File: config.mk
export PLATFORM = sky130hd
export DESIGN_NAME = mem_access_unit_flat
export DESIGN_NICKNAME = d
export VERILOG_FILES = /design/src/rtl/mem_access_unit_if.sv /design/src/rtl/mem_access_unit.sv /design/src/flat_wrapper.sv
export SDC_FILE = /design/constraint.sdc
export NUM_CORES = 1
export LEC_CHECK = 0
export BUFFER_PORTS_ARGS = -buffer_cell sky130_fd_sc_hd__buf_2
export CAP_MARGIN = 20
export CORE_MARGIN = 5
export CORE_UTILIZATION = 46
export CTS_BUF_LIST = sky130_fd_sc_hd__clkbuf_8
export DETAILED_ROUTE_END_ITERATION = 7
export PLACE_DENSITY = 0.89
export SLEW_MARGIN = 20
export SYNTH_ARGS = -nofsm -noshare
export SYNTH_HDL_FRONTEND = slang
export SYNTH_SLANG_ARGS = --single-unit
File: constraint.sdc
create_clock -name clk -period 4.7 [get_ports clk]
set_clock_uncertainty 0.15 [all_clocks]
set_input_delay 1.41 -clock clk [delete_from_list [all_inputs] [get_ports clk]]
set_output_delay 1.41 -clock clk [all_outputs]
set_load 0.01 [all_outputs]
File: src/rtl/mem_access_unit_if.sv
`default_nettype none
// +----------------------------------------------------------------------------
// | mem_access_unit_if
// | Request, data-memory and response signals of the MEM-stage load/store unit.
// | Revision: 1.0
// +----------------------------------------------------------------------------
interface mem_access_unit_if #(
  parameter int XLEN = 32
);
  logic              req_valid;
  logic              req_ready;
  logic              req_we;
  logic              req_unsigned;
  logic [1:0]        req_width;
  logic [XLEN-1:0]   req_addr;
  logic [XLEN-1:0]   req_wdata;
  logic              busy;
  logic              dm_req;
  logic              dm_we;
  logic [XLEN-1:0]   dm_addr;
  logic [XLEN/8-1:0] dm_be;
  logic [XLEN-1:0]   dm_wdata;
  logic              dm_ack;
  logic [XLEN-1:0]   dm_rdata;
  logic              rsp_valid;
  logic [XLEN-1:0]   rsp_rdata;
  logic [1:0]        rsp_fault;

  // The load/store unit itself.
  modport slave (
    input  req_valid, req_we, req_unsigned, req_width, req_addr, req_wdata,
    input  dm_ack, dm_rdata,
    output req_ready, busy,
    output dm_req, dm_we, dm_addr, dm_be, dm_wdata,
    output rsp_valid, rsp_rdata, rsp_fault
  );

  // The pipeline and data memory around it.
  modport master (
    output req_valid, req_we, req_unsigned, req_width, req_addr, req_wdata,
    output dm_ack, dm_rdata,
    input  req_ready, busy,
    input  dm_req, dm_we, dm_addr, dm_be, dm_wdata,
    input  rsp_valid, rsp_rdata, rsp_fault
  );
endinterface
`default_nettype wire

File: src/rtl/mem_access_unit.sv
`default_nettype none
// +----------------------------------------------------------------------------
// | mem_access_unit
// | MEM-stage load/store unit: valid/ack data-memory port, byte enables,
// | misalignment check, bus-timeout watchdog and load extension.
// | Revision: 1.0
// +----------------------------------------------------------------------------
module mem_access_unit #(
  parameter int XLEN    = 32,
  parameter int TIMEOUT = 255
) (
  input  wire logic         clk,
  input  wire logic         rst,
  mem_access_unit_if.slave  bus
);

  localparam int c_NB = XLEN / 8;
  localparam int c_OW = $clog2(c_NB);
  localparam int c_CW = (TIMEOUT > 1) ? $clog2(TIMEOUT) : 1;
  localparam logic [c_CW-1:0] c_TO_LAST = c_CW'((TIMEOUT > 0) ? TIMEOUT - 1 : 0);

  localparam logic [1:0] c_F_OK  = 2'b00;
  localparam logic [1:0] c_F_MIS = 2'b01;
  localparam logic [1:0] c_F_TO  = 2'b10;
  localparam logic [1:0] c_F_ILL = 2'b11;

  typedef enum logic [1:0] {
    S_IDLE   = 2'd0,
    S_ACCESS = 2'd1,
    S_RESP   = 2'd2
  } state_t;

  state_t            r_state;
  logic              r_unsigned;
  logic [1:0]        r_width;
  logic [c_OW-1:0]   r_off;
  logic [c_CW-1:0]   r_cnt;
  logic              r_dm_req;
  logic              r_dm_we;
  logic [XLEN-1:0]   r_dm_addr;
  logic [c_NB-1:0]   r_dm_be;
  logic [XLEN-1:0]   r_dm_wdata;
  logic              r_rsp_valid;
  logic [XLEN-1:0]   r_rsp_rdata;
  logic [1:0]        r_rsp_fault;

  logic [c_OW-1:0]   w_off;
  logic [1:0]        w_fault;
  logic [c_NB-1:0]   w_be_base;
  logic [c_NB-1:0]   w_be;
  logic [XLEN-1:0]   w_wdata;
  logic [XLEN-1:0]   w_addr;
  logic [XLEN-1:0]   w_shifted;
  logic              w_sign;
  logic              w_fill;
  logic [XLEN-1:0]   w_load;

  assign w_off   = bus.req_addr[c_OW-1:0];
  assign w_addr  = {bus.req_addr[XLEN-1:c_OW], {c_OW{1'b0}}};
  assign w_wdata = bus.req_wdata << {w_off, 3'b000};
  assign w_be    = bus.req_we ? (w_be_base << w_off) : '0;

  // Illegal width outranks misalignment; dword is only legal on a 64-bit datapath.
  always_comb begin
    w_fault = c_F_OK;
    if (XLEN == 32 && bus.req_width == 2'b11) begin
      w_fault = c_F_ILL;
    end else begin
      case (bus.req_width)
        2'b01:   if (w_off[0] != 1'b0)    w_fault = c_F_MIS;
        2'b10:   if (w_off[1:0] != 2'b00) w_fault = c_F_MIS;
        2'b11:   if (w_off != '0)         w_fault = c_F_MIS;
        default: w_fault = c_F_OK;
      endcase
    end
  end

  always_comb begin
    case (bus.req_width)
      2'b00:   w_be_base = c_NB'(1);
      2'b01:   w_be_base = c_NB'(3);
      2'b10:   w_be_base = c_NB'(15);
      default: w_be_base = '1;
    endcase
  end

  assign w_shifted = bus.dm_rdata >> {r_off, 3'b000};

  // Everything above the access width takes the fill bit.
  always_comb begin
    case (r_width)
      2'b00:   w_sign = w_shifted[7];
      2'b01:   w_sign = w_shifted[15];
      2'b10:   w_sign = w_shifted[31];
      default: w_sign = w_shifted[XLEN-1];
    endcase
    w_fill = w_sign & ~r_unsigned;
    w_load = w_shifted;
    for (int i = 0; i < XLEN; i++) begin
      if (i >= (8 << r_width)) w_load[i] = w_fill;
    end
  end

  always_ff @(posedge clk or posedge rst) begin
    if (rst) begin
      r_state     <= S_IDLE;
      r_unsigned  <= 1'b0;
      r_width     <= 2'b00;
      r_off       <= '0;
      r_cnt       <= '0;
      r_dm_req    <= 1'b0;
      r_dm_we     <= 1'b0;
      r_dm_addr   <= '0;
      r_dm_be     <= '0;
      r_dm_wdata  <= '0;
      r_rsp_valid <= 1'b0;
      r_rsp_rdata <= '0;
      r_rsp_fault <= c_F_OK;
    end else begin
      r_rsp_valid <= 1'b0;
      case (r_state)
        S_IDLE: begin
          if (bus.req_valid) begin
            r_unsigned <= bus.req_unsigned;
            r_width    <= bus.req_width;
            r_off      <= w_off;
            r_cnt      <= '0;
            if (w_fault != c_F_OK) begin
              // Faulted ops never touch memory.
              r_rsp_valid <= 1'b1;
              r_rsp_fault <= w_fault;
              r_rsp_rdata <= '0;
              r_state     <= S_RESP;
            end else begin
              r_dm_req   <= 1'b1;
              r_dm_we    <= bus.req_we;
              r_dm_addr  <= w_addr;
              r_dm_be    <= w_be;
              r_dm_wdata <= w_wdata;
              r_state    <= S_ACCESS;
            end
          end
        end
        S_ACCESS: begin
          if (bus.dm_ack) begin
            r_dm_req    <= 1'b0;
            r_rsp_valid <= 1'b1;
            r_rsp_fault <= c_F_OK;
            r_rsp_rdata <= r_dm_we ? '0 : w_load;
            r_state     <= S_RESP;
          end else if (TIMEOUT != 0 && r_cnt == c_TO_LAST) begin
            r_dm_req    <= 1'b0;
            r_rsp_valid <= 1'b1;
            r_rsp_fault <= c_F_TO;
            r_rsp_rdata <= '0;
            r_state     <= S_RESP;
          end else begin
            r_cnt <= r_cnt + 1'b1;
          end
        end
        S_RESP: begin
          r_state <= S_IDLE;
        end
        default: begin
          r_state <= S_IDLE;
        end
      endcase
    end
  end

  assign bus.req_ready = (r_state == S_IDLE);
  assign bus.busy      = (r_state != S_IDLE);
  assign bus.dm_req    = r_dm_req;
  assign bus.dm_we     = r_dm_we;
  assign bus.dm_addr   = r_dm_addr;
  assign bus.dm_be     = r_dm_be;
  assign bus.dm_wdata  = r_dm_wdata;
  assign bus.rsp_valid = r_rsp_valid;
  assign bus.rsp_rdata = r_rsp_rdata;
  assign bus.rsp_fault = r_rsp_fault;

endmodule
`default_nettype wire

File: src/flat_wrapper.sv
// flat-port wrapper written by rule: the top's interface ports become plain ports
module mem_access_unit_flat 
#(
  parameter int XLEN    = 32,
  parameter int TIMEOUT = 255
)
  (clk, rst, bus_req_valid, bus_req_we, bus_req_unsigned, bus_req_width, bus_req_addr, bus_req_wdata, bus_dm_ack, bus_dm_rdata, bus_req_ready, bus_busy, bus_dm_req, bus_dm_we, bus_dm_addr, bus_dm_be, bus_dm_wdata, bus_rsp_valid, bus_rsp_rdata, bus_rsp_fault);
  mem_access_unit_if #(.XLEN(XLEN)) bus_i ();
  input  wire logic clk;
  input  wire logic rst;
  input wire logic [$bits(bus_i.req_valid)-1:0] bus_req_valid;
  input wire logic [$bits(bus_i.req_we)-1:0] bus_req_we;
  input wire logic [$bits(bus_i.req_unsigned)-1:0] bus_req_unsigned;
  input wire logic [$bits(bus_i.req_width)-1:0] bus_req_width;
  input wire logic [$bits(bus_i.req_addr)-1:0] bus_req_addr;
  input wire logic [$bits(bus_i.req_wdata)-1:0] bus_req_wdata;
  input wire logic [$bits(bus_i.dm_ack)-1:0] bus_dm_ack;
  input wire logic [$bits(bus_i.dm_rdata)-1:0] bus_dm_rdata;
  output wire logic [$bits(bus_i.req_ready)-1:0] bus_req_ready;
  output wire logic [$bits(bus_i.busy)-1:0] bus_busy;
  output wire logic [$bits(bus_i.dm_req)-1:0] bus_dm_req;
  output wire logic [$bits(bus_i.dm_we)-1:0] bus_dm_we;
  output wire logic [$bits(bus_i.dm_addr)-1:0] bus_dm_addr;
  output wire logic [$bits(bus_i.dm_be)-1:0] bus_dm_be;
  output wire logic [$bits(bus_i.dm_wdata)-1:0] bus_dm_wdata;
  output wire logic [$bits(bus_i.rsp_valid)-1:0] bus_rsp_valid;
  output wire logic [$bits(bus_i.rsp_rdata)-1:0] bus_rsp_rdata;
  output wire logic [$bits(bus_i.rsp_fault)-1:0] bus_rsp_fault;
  assign bus_i.req_valid = bus_req_valid;
  assign bus_i.req_we = bus_req_we;
  assign bus_i.req_unsigned = bus_req_unsigned;
  assign bus_i.req_width = bus_req_width;
  assign bus_i.req_addr = bus_req_addr;
  assign bus_i.req_wdata = bus_req_wdata;
  assign bus_i.dm_ack = bus_dm_ack;
  assign bus_i.dm_rdata = bus_dm_rdata;
  assign bus_req_ready = bus_i.req_ready;
  assign bus_busy = bus_i.busy;
  assign bus_dm_req = bus_i.dm_req;
  assign bus_dm_we = bus_i.dm_we;
  assign bus_dm_addr = bus_i.dm_addr;
  assign bus_dm_be = bus_i.dm_be;
  assign bus_dm_wdata = bus_i.dm_wdata;
  assign bus_rsp_valid = bus_i.rsp_valid;
  assign bus_rsp_rdata = bus_i.rsp_rdata;
  assign bus_rsp_fault = bus_i.rsp_fault;
  mem_access_unit #(.XLEN(XLEN), .TIMEOUT(TIMEOUT)) u_core (.clk(clk), .rst(rst), .bus(bus_i));
endmodule
==> results.yml <==
status:
  status: "completed"
worst_setup_path:
  critPathTopFamily: "simple AND/OR/NAND/NOR gates"
  path_buf_inv: 3
  crit_fanout: 63
  cp.required_ns: 4.92
  path_cells: "buf_2 > inv_1 > ha_1 > o21ai_0 > a21boi_0 > or3_4 > buf_4 > nand2_1 > nand2_1"
  crit_path_end_kind: "flop"
  cp.arrival_ns: 3.44
  cp_slowest_cell: "or3_4"
  worstSetupStartpointType: "primary input"
  crit_type: "in -> reg"
  cpPeakStageDelay_ns: 0.61
  crit_path_frequent_cell: "nand2_1"
sta:
  fin_crit_sh_pct: 68.5
  setup_ws_ns: 1.48
  rsz0062_at_grt: "no"
  relSlewSlack_pct: 34.4
  tightest_slew_ns: 0.983
  tns_ns: 0
  min_period_ns: 3.22
  timing.hold.ws_ns: 0.316
  hold_viol: 0
  fmax_ghz: 0.311
  setup_viol: 0
  drv_slew: 0
floorplanning:
  fp.dieArea_mm2: 0.0145
  die_x_um: 120
  num_rows: 40
  start_util_pct: 46.9
  die_y_um: 120
  core_mm2: 0.0120
  ioPinCount: 211
clock_network:
  post_cts_buffers: 0
  clk_latency_ns: 0.44
  clockBufferDepth: 2
  cts_hold_buf: 0
  clock-sinks: 118
  cts_tree: "built"
  root_buffer: "clkbuf_8"
  h-tree-depth: 4
  cts_resized: 0
  clkTransAtPathRegs_ns: 0.07
  cts_buffers: 17
synthesis:
  synth_mux_area_share_pct: 7.72
  yosys_warnings: 0
  synth_compound_area_share_pct: 15.4
  async_flop_share_pct: 100
  syn_inst: 587
  synth_seq_cells: 118
  yosys.area_share.adder_pct: 1.56
  yosys.area_share.simple_pct: 18.3
  synth_top_area_share_pct: 52.7
  yosysSeqAreaShare_pct: 52.7
  synth-xor-area-share_pct: 0.469
  synth_top_family_by_area: "simple AND/OR/NAND/NOR gates"
  ys.flop_type: "dfrtp_1"
  syn-cell-area_mm2: 0.00561
  synth_top_area_cell: "dfrtp_1"
  postSynthAreaPerCell_um2: 9.55
  synthTopCellsByArea: "dfrtp_1 (53%), nand2_1 (12%), mux2i_1 (5.5%), o21ai_0 (3.2%), a22o_1 (2.3%)"
  synth_cell_types: 46
  synth_edf_count: 0
grt:
  antenna_found_initial: 0
  grt_overflow: 0
  grt_pass1_wl_um: 26000
  track_usage_pct: 22.6
  grt_pass1_vias: 5117
  grt_max_degree: 64
cells_and_area:
  syn2layout_area_growth_pct: 27.9
  fill_cells: 985
  stdcell_area_mm2: 0.00717
  drive_gt1_share_pct: 34.4
  multi_input_area_mm2: 0.00245
  fin_util_pct: 60.0
  layout.nets: 893
  register_area_mm2: 0.00295
  diodes: 0
  fin_cells: 941
placement:
  io_buffers: 208
  hpwl_um: 11900
  dp.cells: 910
  place.gp.congestion: 0.816
  postPlaceCellArea_mm2: 0.00673
  post-place-ws_ns: 0.753
pwr:
  powerDensity_mw_per_mm2: 588
  ir_drop_uv: 318
  power.total_mw: 4.22
  power_leakage_nw: 3.88
worst_hold_path:
  holdCritPathClass: "reg -> reg"
routing:
  ant_nets: 0
  first_iter_violations: 464
  wl_per_cell_um: 17.3
  via_count: 5118
  dr.pass1.iters: 5
  avgViaCountPerCell: 5.44
  drc_errors: 0
  drt-total-wl_um: 16300
job:
  maxCapViolCount: 0
[path summary, 6_finish.rpt]
path,slack (ns),start,end,depth (start not counted)
setup / recovery,1.48,bus_req_width[1],u_core.bus.dm_addr[19],9
hold / removal,0.32,u_core.bus.dm_wdata[7],u_core.bus.dm_wdata[7],2
setup reg to reg,1.81,u_core.r_off[0],u_core.bus.rsp_rdata[17],5
hold reg to reg,0.32,u_core.bus.dm_wdata[7],u_core.bus.dm_wdata[7],2
max in group asynchronous,2.67,rst,u_core.r_off[1],3
min in group asynchronous,0.94,rst,u_core.bus.dm_addr[18],2
[Yosys cell counts (6+ instances only)]
library cell,number
nand2_1,182
dfrtp_1,118
o21ai_0,36
mux2i_1,31
a21oi_1,25
clkbuf_1,24
nor2_1,19
a22o_1,15
nor2b_1,15
nand3_1,14
o31ai_1,12
a221o_2,10
buf_2,10
a211oi_1,8
ha_1,7
inv_1,7
mux2_2,7
a221o_1,6
[sequential cells by signal, summed over array words and instances, names as in the netlist]
signal                count
u_core.bus.dm_wdata      32
u_core.bus.rsp_rdata     32
u_core.bus.dm_addr       30
u_core.r_cnt              8
u_core.bus.dm_be          4
u_core.bus.rsp_fault      2
u_core.r_off              2
u_core.r_state            2
u_core.r_width            2
u_core.bus.dm_req         1
u_core.bus.dm_we          1
u_core.bus.rsp_valid      1
u_core.r_unsigned         1
[tightest hold or removal path: stages (launching register included)]
cell	delay (ns)
dfrtp_1	0.34
nand2_1	0.05
nand2_1	0.05
[routing by layer]
| layer | track usage, % | wire, um |
|---|---|---|
| met1 | 27.1 | 6280 |
| met2 | 37.8 | 8120 |
| met3 | 8.33 | 1610 |
| met4 | 7.44 | 278 |
| met5 | 0 | 0 |
[placed cells by master, fill, tap and decap left out, types with 2 or more instances in the layout]
master | synthesis | layout
clkbuf_8 | 0 | 21
clkinv_2 | 0 | 4
mux2_2 | 7 | 7
conb_1 | 1 | 2
a22o_1 | 15 | 15
nand2_1 | 182 | 182
buf_2 | 10 | 208
nor3_1 | 3 | 2
nor2_1 | 19 | 19
a21oi_1 | 25 | 25
o31ai_1 | 12 | 12
bufinv_16 | 0 | 4
a221o_1 | 6 | 6
xnor2_1 | 2 | 2
a221o_2 | 10 | 10
ha_1 | 7 | 7
mux2i_1 | 31 | 31
and2_1 | 2 | 2
o21ai_0 | 36 | 36
nand3_1 | 14 | 14
a211oi_1 | 8 | 8
o21a_1 | 2 | 2
nor2b_1 | 15 | 15
buf_4 | 2 | 7
dfrtp_1 | 118 | 118
mux2_4 | 2 | 2
inv_1 | 7 | 7
o211ai_1 | 3 | 3
[layout make-up]
| cell class | instances | area share [%] |
|---|---|---|
| Sequential cell | 118 | 41.2 |
| Tap cell | 147 | 2.56 |
| Timing Repair Buffer | 216 | 15.5 |
| Inverter | 7 | 0.401 |
| Clock buffer | 21 | 4.03 |
| Multi-Input combinational cell | 422 | 34.2 |
| Clock inverter | 10 | 2.11 |
[cell families after synthesis]
group                    after synthesis
flip-flops                           118
AO/OA/AOI/OAI                        123
adder cells (fa/ha/maj)                7
AND/OR/NAND/NOR                      246
other                                  1
XOR/XNOR                               3
multiplexers                          41
buffers and inverters                 48
[power by group]
part           switching, mW  leakage (nW)  internal [mW]
Sequential             0.306          1.53           1.41
Clock                  0.401         0.229          0.626
Combinational          0.824          2.12          0.648
Total                   1.53          3.88           2.68
Note: power is estimated with default switching activity, not from simulation.
